## config.mk

```make
export PLATFORM = sky130hd
export DESIGN_NAME = maze_follower
export DESIGN_NICKNAME = d
export VERILOG_FILES = /design/src/rtl/maze_pkg.sv /design/src/rtl/maze_nbr.sv /design/src/rtl/maze_follower.sv
export SDC_FILE = /design/constraint.sdc
export NUM_CORES = 1
export LEC_CHECK = 0
export CORE_AREA = 8 8 114 90
export CTS_BUF_LIST = sky130_fd_sc_hd__clkbuf_4 sky130_fd_sc_hd__clkbuf_8
export CTS_CLUSTER_DIAMETER = 40
export DETAILED_ROUTE_END_ITERATION = 6
export DIE_AREA = 0 0 122 98
export GPL_TIMING_DRIVEN = 0
export PLACE_DENSITY = 0.52
export SETUP_SLACK_MARGIN = 0.3
export SLEW_MARGIN = 20
export SYNTH_ARGS = -nofsm -noshare
export SYNTH_HDL_FRONTEND = slang
export SYNTH_SLANG_ARGS = --single-unit
```

## constraint.sdc

```tcl
create_clock -name clk -period 6.1 [get_ports clk]
set_input_delay 0.915 -clock clk [delete_from_list [all_inputs] [get_ports clk]]
set_output_delay 0.915 -clock clk [all_outputs]
set_load 0.01 [all_outputs]
```

## src/rtl/maze_pkg.sv

```systemverilog
// +----------------------------------------------------------------------+
// | maze_pkg: headings, walker states and heading-rotation helpers.      |
// | Rev 1.0                                                              |
// +----------------------------------------------------------------------+
`default_nettype none

package maze_pkg;

  typedef enum logic [1:0] {
    DIR_UP    = 2'd0,
    DIR_RIGHT = 2'd1,
    DIR_DOWN  = 2'd2,
    DIR_LEFT  = 2'd3
  } dir_e;

  typedef enum logic [2:0] {
    ST_IDLE  = 3'd0,
    ST_MARK  = 3'd1,
    ST_PROBE = 3'd2,
    ST_EVAL  = 3'd3,
    ST_DONE  = 3'd4,
    ST_FAIL  = 3'd5
  } state_e;

  function automatic dir_e rot_cw(input dir_e d);
    return dir_e'(d + 2'd1);
  endfunction

  function automatic dir_e rot_ccw(input dir_e d);
    return dir_e'(d - 2'd1);
  endfunction

  function automatic dir_e rot_180(input dir_e d);
    return dir_e'(d + 2'd2);
  endfunction

  // Wall-follower preference order: hand side first, then ahead, then the
  // other side, finally turn back.
  function automatic dir_e cand_dir(input dir_e d, input logic hand, input logic [1:0] t);
    dir_e r;
    case (t)
      2'd0:    r = hand ? rot_ccw(d) : rot_cw(d);
      2'd1:    r = d;
      2'd2:    r = hand ? rot_cw(d) : rot_ccw(d);
      default: r = rot_180(d);
    endcase
    return r;
  endfunction

endpackage

`default_nettype wire

```

## src/rtl/maze_nbr.sv

```systemverilog
// +----------------------------------------------------------------------+
// | maze_nbr: combinational neighbour cell and in-range flag.            |
// | Rev 1.0                                                              |
// +----------------------------------------------------------------------+
`default_nettype none

module maze_nbr
  import maze_pkg::*;
#(
  parameter int ROWS = 64,
  parameter int COLS = 64,
  parameter int W    = 6
) (
  input  logic [W-1:0] row_i,
  input  logic [W-1:0] col_i,
  input  dir_e         dir_i,
  output logic [W-1:0] row_o,
  output logic [W-1:0] col_o,
  output logic         valid_o
);

  localparam logic [W-1:0] ROW_LAST = W'(ROWS - 1);
  localparam logic [W-1:0] COL_LAST = W'(COLS - 1);

  always_comb begin
    row_o   = row_i;
    col_o   = col_i;
    valid_o = 1'b0;
    case (dir_i)
      DIR_UP: begin
        valid_o = (row_i != '0);
        row_o   = row_i - W'(1);
      end
      DIR_RIGHT: begin
        valid_o = (col_i < COL_LAST);
        col_o   = col_i + W'(1);
      end
      DIR_DOWN: begin
        valid_o = (row_i < ROW_LAST);
        row_o   = row_i + W'(1);
      end
      default: begin
        valid_o = (col_i != '0);
        col_o   = col_i - W'(1);
      end
    endcase
  end

endmodule

`default_nettype wire

```

## src/rtl/maze_follower.sv

```systemverilog
// +----------------------------------------------------------------------+
// | maze_follower: wall-following maze walker with path marking.         |
// | Rev 1.0                                                              |
// +----------------------------------------------------------------------+
`default_nettype none

module maze_follower
  import maze_pkg::*;
#(
  parameter int ROWS      = 64,
  parameter int COLS      = 64,
  parameter int W         = 6,
  parameter int MAX_STEPS = 4096,
  parameter int SW        = 13
) (
  input  logic          clk,
  input  logic          rst_n,
  input  logic          start,
  input  logic [W-1:0]  starting_row,
  input  logic [W-1:0]  starting_col,
  input  logic [1:0]    start_dir,
  input  logic          hand,
  input  logic          maze_in,
  output logic [W-1:0]  row,
  output logic [W-1:0]  col,
  output logic          maze_oe,
  output logic          maze_we,
  output logic          done,
  output logic          fail,
  output logic          busy,
  output logic [SW-1:0] steps
);

  localparam logic [W-1:0]  ROW_LAST  = W'(ROWS - 1);
  localparam logic [W-1:0]  COL_LAST  = W'(COLS - 1);
  localparam logic [SW-1:0] STEPS_MAX = SW'(MAX_STEPS);

  state_e        state_q, state_d;
  logic [W-1:0]  cur_row_q, cur_row_d;
  logic [W-1:0]  cur_col_q, cur_col_d;
  dir_e          dir_q, dir_d;
  logic [1:0]    try_q, try_d;
  logic          hand_q, hand_d;
  logic [SW-1:0] steps_q, steps_d;

  dir_e          cand;
  logic [W-1:0]  nb_row, nb_col;
  logic          nb_valid;
  logic          on_border;

  assign cand = cand_dir(dir_q, hand_q, try_q);

  maze_nbr #(
    .ROWS (ROWS),
    .COLS (COLS),
    .W    (W)
  ) u_nbr (
    .row_i   (cur_row_q),
    .col_i   (cur_col_q),
    .dir_i   (cand),
    .row_o   (nb_row),
    .col_o   (nb_col),
    .valid_o (nb_valid)
  );

  assign on_border = (cur_row_q == '0) || (cur_row_q == ROW_LAST) ||
                     (cur_col_q == '0) || (cur_col_q == COL_LAST);

  always_comb begin
    state_d   = state_q;
    cur_row_d = cur_row_q;
    cur_col_d = cur_col_q;
    dir_d     = dir_q;
    try_d     = try_q;
    hand_d    = hand_q;
    steps_d   = steps_q;
    case (state_q)
      ST_IDLE, ST_DONE, ST_FAIL: begin
        if (start) begin
          cur_row_d = starting_row;
          cur_col_d = starting_col;
          dir_d     = dir_e'(start_dir);
          hand_d    = hand;
          steps_d   = '0;
          try_d     = 2'd0;
          state_d   = ST_MARK;
        end
      end
      ST_MARK: begin
        try_d = 2'd0;
        if ((steps_q != '0) && on_border) begin
          state_d = ST_DONE;
        end else if (steps_q == STEPS_MAX) begin
          state_d = ST_FAIL;
        end else begin
          state_d = ST_PROBE;
        end
      end
      ST_PROBE: begin
        // An off-grid neighbour is a wall without spending a read cycle.
        if (nb_valid) begin
          state_d = ST_EVAL;
        end else if (try_q == 2'd3) begin
          state_d = ST_FAIL;
        end else begin
          try_d   = try_q + 2'd1;
          state_d = ST_PROBE;
        end
      end
      ST_EVAL: begin
        if (maze_in) begin
          if (try_q == 2'd3) begin
            state_d = ST_FAIL;
          end else begin
            try_d   = try_q + 2'd1;
            state_d = ST_PROBE;
          end
        end else begin
          cur_row_d = nb_row;
          cur_col_d = nb_col;
          dir_d     = cand;
          steps_d   = (steps_q == STEPS_MAX) ? steps_q : steps_q + SW'(1);
          state_d   = ST_MARK;
        end
      end
      default: state_d = ST_IDLE;
    endcase
  end

  always_ff @(posedge clk) begin
    if (!rst_n) begin
      state_q   <= ST_IDLE;
      cur_row_q <= '0;
      cur_col_q <= '0;
      dir_q     <= DIR_UP;
      try_q     <= 2'd0;
      hand_q    <= 1'b0;
      steps_q   <= '0;
    end else begin
      state_q   <= state_d;
      cur_row_q <= cur_row_d;
      cur_col_q <= cur_col_d;
      dir_q     <= dir_d;
      try_q     <= try_d;
      hand_q    <= hand_d;
      steps_q   <= steps_d;
    end
  end

  always_comb begin
    maze_we = (state_q == ST_MARK);
    maze_oe = (state_q == ST_PROBE) && nb_valid;
    busy    = (state_q == ST_MARK) || (state_q == ST_PROBE) || (state_q == ST_EVAL);
    done    = (state_q == ST_DONE);
    fail    = (state_q == ST_FAIL);
    steps   = steps_q;
    row     = cur_row_q;
    col     = cur_col_q;
    if (maze_oe || (state_q == ST_EVAL)) begin
      row = nb_row;
      col = nb_col;
    end
  end

endmodule

`default_nettype wire

```

==> results of run 1 <==
## power groups by stage
| stage | sequential [W] | clock (W) | combinational [W] |
|---|---|---|---|
| CTS | 0.000301 | 0.000220 | 0.000874 |
| global route | 0.000309 | 0.000230 | 0.000965 |
| finish | 0.000301 | 0.000214 | 0.000876 |
| global placement | 0.000305 | 0 | 0.000863 |
| detailed placement | 0.000306 | 0 | 0.000869 |
| floorplan | 0.000291 | 0 | 0.000611 |
## area by class of cell
| class | count | area share, % |
|---|---|---|
| repair buffers | 48 | 14.7 |
| multi-input cells | 262 | 54.0 |
| well taps | 112 | 4.30 |
| flip-flops and latches | 33 | 20.3 |
| plain buffers | 15 | 2.00 |
| clock inverters | 3 | 1.42 |
| inverters | 10 | 1.15 |
| clock buffers | 5 | 2.11 |
## sequential cells by signal, summed over array words and instances (netlist names)
register / count
steps: 13
cur_col_q: 6
cur_row_q: 6
state_q: 3
dir_q: 2
try_q: 2
hand_q: 1
## logic make-up after synthesis
kind of cell               after synthesis  share of synthesized area (%)
buffers and inverters                   25                           4.02
adders and majority gates               16                           8.54
xor gates and xnor gates                19                           6.60
DFF                                     33                           26.2
AOI/OAI and AO/OA                       82                           21.4
muxes                                   18                           7.74
and+or+nand+nor                        127                           25.5
## per-layer routing
layer	vias up	global-route usage [%]	part of all wire, %
met5	-	0	0
met4	0	3.22	0.51
met2	61	20.1	45
met3	2	2.36	6.1
met1	1166	18.2	49
li1	1261	-	-
## how the worst min path moves through the flow
stage                     startpoint  endpoint  slack, ns  depth (start not counted)
after floorplan             try_q[1]  try_q[1]       0.47                          2
after global placement      try_q[0]  try_q[0]       0.49                          2
after detailed placement    try_q[1]  try_q[1]       0.49                          2
after CTS                   try_q[1]  try_q[1]       0.50                          2
after global routing        try_q[1]  try_q[1]       0.55                          2
final                       try_q[1]  try_q[1]       0.50                          2
## Yosys cell counts, drive strengths merged (2+ instances only)
cell type and n:
a211o 2, a211oi 4, a21o 4, a21oi 21
a311oi 2, a41o 2, and2 4, buf 2
clkbuf 13, dfxtp 33, fa 2, ha 14
inv 10, mux2 12, mux2i 6, nand2 34
nand2b 4, nand3 12, nand4 6, nor2 30
nor2b 6, nor3 10, nor3b 4, o211ai 3
o21a 2, o21ai 24, o21ba 2, o22ai 3
o31a 2, o31ai 2, or3 8, or4 3
xnor2 9, xor2 10
## worst max-delay path, stage by stage (launching register included)
cell and delay [ns]:
dfxtp_1 0.39, ha_1 0.16, clkbuf_1 0.30, o21ai_0 0.19, o31ai_1 0.16, clkbuf_1 0.43
nand2_1 0.28, ha_1 0.35, a211oi_1 0.34, o21bai_1 0.14, a21oi_1 0.20, xor2_1 0.15
nand2_1 0.08, xnor2_1 0.22, mux2_2 0.19, clkdlybuf4s50_1 0.53
## per-stage QoR
| step | hold WS (ns) | power (W) | util (%) | cells | worst slack, ns |
|---|---|---|---|---|---|
| floorplan | 0.471 | 0.000902 | - | 320 | 2.05 |
| global placement | 0.490 | 0.00117 | 36.6 | 480 | 1.14 |
| detailed placement | 0.495 | 0.00117 | 36.6 | 480 | 1.09 |
| CTS | 0.505 | 0.00140 | 37.9 | 488 | 0.724 |
| global route | 0.549 | 0.00150 | 37.9 | 488 | 0.467 |
| finish | 0.503 | 0.00139 | 37.9 | 488 | 0.781 |
==> run metrics, run 1 <==
CTS clk-pin slew, worst paths 0.08 ns; async set or reset register ratio after synthesis 0%; CP arrival 4.40 ns; crit path kind reg -> out; floorplan die width 122 um; worst r2r dst cur_col_q[5]; R2R Path Start try_q[0]; Worst slew margin 56.5%; Post-CTS Hold Buffers 0; vias per cell 5.10; CTS Buf Count 5; Setup TNS 0 ns; crit path time final 5.32 ns; commonest cells after routing, fill and taps aside clkdlybuf4s50_1, nand2_1, dfxtp_1; RePlAce Congestion 0.873; Final HPWL DP 5.96 mm; Worst Reg-to-Reg Cells 14; H-tree depth 2; gr usage total 13.1%; sequential share of power 21.7%; Worst Tran Pin Value between 0.6 and 0.7 ns; Synth Area per Inst 7.88 um^2; Psw just over 0.0006 W; I/O Buffers 48; vias in the first global route 2362; pwr dens 427 nW/um^2; status completed; sw frac 44.8%; Clk Latency, worst-skew pair just under 0.3 ns; Worst setup SP type flip-flop; Syn Nets around 360; leading area contributor after synthesis dfxtp_1; Syn. warnings 0; clock sink total 33; top_reg_cell synth dfxtp_1; Max Fclk 188 MHz; most common cell after layout, fill and taps aside clkdlybuf4s50_1; crit end category primary output; initial antenna violation count 0; Area contributors post-synth dfxtp_1, ha_1, mux2_2; global-route wire length before repair 12.7 mm; Tcrit/Tclk final a little under 90%; final hold vios 0; TritonRoute pass-1 iters 4; Worst VDD drop 0.137 mV; diodes inserted 0; clock buffer depth 2; Ports between 40 and 50; cts repair resizes 0; Comb pwr share between 60% and 70%; CTS tree built; Max-Cap Viols 0; Cell Rows 30; post-synthesis sequential area ratio 26.2%; CTS root buf clkbuf_8; post-synth top area share 26.2%; final WL a little under 8 mm; largest net degree at the start of global routing 13; # fillers 924; Req. time, crit path 5.18 ns; FF+latch count, synth 33; post-route cell area 3260 um^2; layout cells sized above 1 8.78%; Power Internal between 0.0007 and 0.0008 W; reg2reg setup slack around 2.4 ns; die footprint 12000 um^2; number of synthesized flops with an enable pin 0; initial DRC count between 150 and 200; dpl cell area 3140 um^2; layout overhead on the synthesized area 29.2%; Post-Synthesis Cells 320; register area 661 um^2; Chip Height 98 um; final setup violation count 0; crit path capture col[5]; critical path startpoint try_q[0]; DRC Markers 0; Multi-input gate area 1760 um^2; Congestion Overflow GR 0; Post-DRT Antenna Nets 0; Final nets 410; Initial Util between 20% and 30%; core area 8600 um^2; RSZ-0062 raised after global routing no; Yosys cell types 53; cell area after synthesis 2520 um^2; Worst Path Max Fanout 10; vias post-DR around 2500; worst hold path type reg -> reg; Slew Limit Fails 0; Avg WL per Cell 16.0 um; post-CTS setup buffer count 0; Clk pwr share between 10% and 20%; LEAKAGE 1.20 nW; Max Clock Skew 0.00648 ns
Power figures use the tool's default switching activity.
==> run 2: changes to the inputs <==
--- a/config.mk
+++ b/config.mk
@@ -12,6 +12,7 @@
 export DIE_AREA = 0 0 122 98
 export GPL_TIMING_DRIVEN = 0
 export PLACE_DENSITY = 0.52
+export RECOVER_POWER = 25
 export SETUP_SLACK_MARGIN = 0.3
 export SLEW_MARGIN = 20
 export SYNTH_ARGS = -nofsm -noshare
==> run metrics, run 2 (synthesis results as in run 1) <==
TritonRoute pass-1 iters 4; Worst VDD drop 0.137 mV; dpl cell area 3140 um^2; CTS root buf clkbuf_8; RSZ-0062 raised after global routing no; I/O Buffers 48; vias in the first global route 2362; Tot Pwr 0.00139 W; Hold WS 0.503 ns; Max Clock Skew 0.00686 ns; met3 GRT Util 2.36%; Chip Height ~100 um; LEAKAGE approximately 1.2 nW; core area 8600 um^2; layout cells sized above 1 8.51%; Max Fclk 187 MHz; GRT busiest layer met2; floorplan die width around 120 um; status completed; largest net degree at the start of global routing 13; vias per cell 5.10; max FFs per register 13; clock buffer depth 2; final WL slightly below 8 mm; RePlAce Congestion 0.873; initial DRC count about 160; clock sink total 33; pwr dens 427 nW/um^2; met2 demand-to-capacity share in global routing 20.1%; final hold vios 0; Worst Path Max Fanout 10; CTS clk-pin slew, worst paths 0.08 ns; Cell Rows 30; CP arrival 4.42 ns; slowest CP cell clkdlybuf4s50_1; Worst slew margin 57.0%; Congestion Overflow GR 0; post-route cell area 3260 um^2; Largest delay share family, worst path buffers and inverters; global-route wire length before repair 12.7 mm; CTS tree built; Final nets 410; gr usage total 13.1%; die footprint 12000 um^2; Post-CTS Hold Buffers 0; crit path time final approximately 5.3 ns; Ports 49; final setup violation count 0; CP Cell Sequence ha_1 -> clkbuf_1 -> o31ai_1 -> clkbuf_1 -> nand2_1 -> ha_1 -> a211oi_1 -> o21bai_1 -> a21oi_1 -> xor2_1 -> nand2_1 -> xnor2_1 -> mux2_2 -> clkdlybuf4s50_1; post-CTS setup buffer count 0; CTS Buf Count 5; Worst setup SP type flip-flop; H-tree depth 2; Worst Tran Pin Value 0.644 ns; DRC Markers 0; Req. time, crit path 5.18 ns; diodes inserted 0; met1 usage 18.2%; crit path kind reg -> out; initial antenna violation count 0; Clk Latency, worst-skew pair 0.29 ns; worst hold path type reg -> reg; Initial Util 29.3%; CP max stage delay approximately 0.53 ns; commonest cells after routing, fill and taps aside nand2_1, clkdlybuf4s50_1, dfxtp_1; layout overhead on the synthesized area 29.2%; Setup TNS 0 ns; vias post-DR approximately 2500; Avg WL per Cell between 15 and 20 um; Max-Cap Viols 0; Tcrit/Tclk final 87.5%; Slew Limit Fails 0; crit end category primary output; Post-DRT Antenna Nets 0; Crit path buffers/inverters 3; Final HPWL DP about 6.0 mm
==> run 2: layer usage <==
layer,part of all wire [%],wire (um),vias up
met4,0.51,40,0
met3,5.7,442,2
met2,45,3490,59
met5,0,0,-
met1,49,3810,1164
li1,-,-,1265
==> run 2: power by group <==
group          total, W  switching [W]  internal, W
sequential     0.000302      0.0000509     0.000251
combinational  0.000875       0.000481     0.000394
clock          0.000214      0.0000918     0.000122
==> run 2: repair_timing <==
action                                  CTS  global route
endpoints found under the setup margin    0             1
endpoints found under the hold margin     0             0
resized for setup                         0             2
==> run 2: path summary, 6_finish.rpt <==
path,end,slack [ns],from,depth (start not counted)
setup / recovery,col[5],0.76,try_q[0],14
hold reg to reg,try_q[1],0.50,try_q[1],2
setup reg to reg,cur_col_q[5],2.42,try_q[0],13
hold / removal,try_q[1],0.50,try_q[1],2
==> run 2: cell type report <==
type                    instances  area (um^2)
plain buffers                  15         65.1
clock buffers                   5         68.8
clock inverters                 3         46.3
fillers                       924         5340
inverters                      10         37.5
multi-input cells             262         1760
flip-flops and latches         33          661
well taps                     112          140
repair buffers                 48          480
==> run 2: worst reg2reg max path, cell delays in order (launching register included) <==
cell      delay [ns]
dfxtp_1         0.35
ha_1            0.20
clkbuf_1        0.19
o31ai_1         0.47
clkbuf_1        0.44
nand2_1         0.29
ha_1            0.36
a211oi_1        0.34
o21bai_1        0.14
a21oi_1         0.20
xor2_1          0.15
nand2_1         0.08
xnor2_1         0.17
a41o_1          0.21
==> run 2: metrics by stage <==
stage                     utilization [%]  setup WS, ns  std cells
after CTS                            37.9         0.724        488
after global routing                 37.9         0.467        488
after floorplan                         -          2.05        320
after detailed placement             36.6          1.09        480
final                                37.9         0.763        488
after global placement               36.6          1.14        480
==> run 3: changes to the inputs <==
--- a/config.mk
+++ b/config.mk
@@ -10,8 +10,7 @@
 export CTS_CLUSTER_DIAMETER = 40
 export DETAILED_ROUTE_END_ITERATION = 6
 export DIE_AREA = 0 0 122 98
-export GPL_TIMING_DRIVEN = 0
-export PLACE_DENSITY = 0.52
+export PLACE_DENSITY = 0.48
 export RECOVER_POWER = 25
 export SETUP_SLACK_MARGIN = 0.3
 export SLEW_MARGIN = 20
==> run metrics, run 3 (synthesis results as in run 1) <==
status completed; Chip Height 98 um; final hold vios 0; die footprint 12000 um^2; Ports between 40 and 50; met3 GRT Util under 10%; clock buffer depth 2; Max Clock Skew between 0.01 and 0.015 ns; # fillers a little over 900; vias per cell 5.18; CTS Buf Count 5; Worst setup SP type flip-flop; final setup violation count 0; met2 demand-to-capacity share in global routing 18.8%; clock sink total 33; Congestion Overflow GR 0; commonest cells after routing, fill and taps aside nand2_1, clkdlybuf4s50_1, dfxtp_1; layout overhead on the synthesized area 26.4%; initial DRC count between 150 and 200; initial antenna violation count 0; LEAKAGE 1.22 nW; Slew Limit Fails 0; met1 usage 17.5%; TritonRoute pass-1 iters 6; Tcrit/Tclk final 82.4%; Multi-input gate area 1760 um^2; Worst VDD drop 0.146 mV; Post-CTS Hold Buffers 0; register area 661 um^2; Max Fclk around 200 MHz; crit path kind reg -> out; Cell Rows 30; core area 8600 um^2; Req. time, crit path 5.18 ns; DRC Markers 0; floorplan die width 122 um; final WL 7.62 mm; largest net degree at the start of global routing 18; CTS root buf clkbuf_8; CP arrival about 4.1 ns; diodes inserted 0; pwr dens 416 nW/um^2; post-CTS setup buffer count 0; layout cells sized above 1 9.34%; cts repair resizes 0; Final nets 398; Post-DRT Antenna Nets 0; vias in the first global route ~2300; vias post-DR about 2500; crit end category primary output; Clk Latency, worst-skew pair just under 0.3 ns; CTS tree built; H-tree depth 2; Worst slew margin 51.5%; Worst Path Max Fanout 9; Avg WL per Cell 16.0 um; crit path time final 5.03 ns; Max-Cap Viols 0; post-route cell area 3190 um^2; Setup TNS 0 ns; Initial Util between 20% and 30%; global-route wire length before repair 12.2 mm; I/O Buffers 48; RePlAce Congestion 0.811; GRT busiest layer met2; worst hold path type reg -> reg; Final HPWL DP around 5.6 mm; RSZ-0062 raised after global routing no; max FFs per register 13; dpl cell area 3100 um^2; gr usage total about an eighth; Worst Tran Pin Value 0.727 ns; CTS clk-pin slew, worst paths around 0.080 ns
-- run 3: final timing paths --
path / startpoint / to / slack [ns] / cells past startpoint
max: try_q[0] / row[5] / 1.07 / 14
max reg2reg: try_q[0] / cur_col_q[3] / 2.70 / 12
min: steps[9] / steps[9] / 0.51 / 2
min reg2reg: steps[9] / steps[9] / 0.51 / 2
-- run 3: final cells by class --
cell class | instances | area share (%)
Clock buffer | 5 | 2.16
Clock inverter | 3 | 0.550
Inverter | 10 | 1.18
Multi-Input combinational cell | 262 | 55.2
Sequential cell | 33 | 20.7
Tap cell | 112 | 4.40
Timing Repair Buffer | 51 | 15.8
-- run 3: metrics by stage --
stage          worst slack (ns)  hold WS [ns]  total power [W]  utilization [%]  cells
2_1_floorplan              2.05         0.471         0.000902                -    320
3_3_place_gp               1.49         0.486          0.00116             36.1    468
3_5_place_dp               1.40         0.506          0.00116             36.1    468
4_1_cts                    1.04         0.520          0.00133             37.1    476
5_1_grt                   0.768         0.538          0.00144             37.1    476
6_report                   1.07         0.515          0.00133             37.1    476
-- run 3: metal layers --
metal	share of wire, %	wire length (um)
met5	0	0
met4	1.2	91
met3	4.0	303
met2	43	3270
met1	52	3950
-- run 3: report_power, final --
part	internal (W)	switching [W]	total [W]
sequential	0.000251	0.0000682	0.000319
combinational	0.000388	0.000451	0.000839
clock	0.0000789	0.0000903	0.000169
total	0.000718	0.000609	0.00133
-- run 3: critical path, stage by stage (launching register included) --
cell and delay [ns]:
dfxtp_1 0.39, ha_1 0.36, nor3_1 0.10, mux2_2 0.29, a211o_1 0.41, nand2b_1 0.29
ha_1 0.38, o21ai_0 0.15, o21ba_2 0.18, o22ai_1 0.16, xnor2_1 0.14, nand2_1 0.08
xnor2_1 0.14, mux2_2 0.27, clkdlybuf4s50_1 0.48
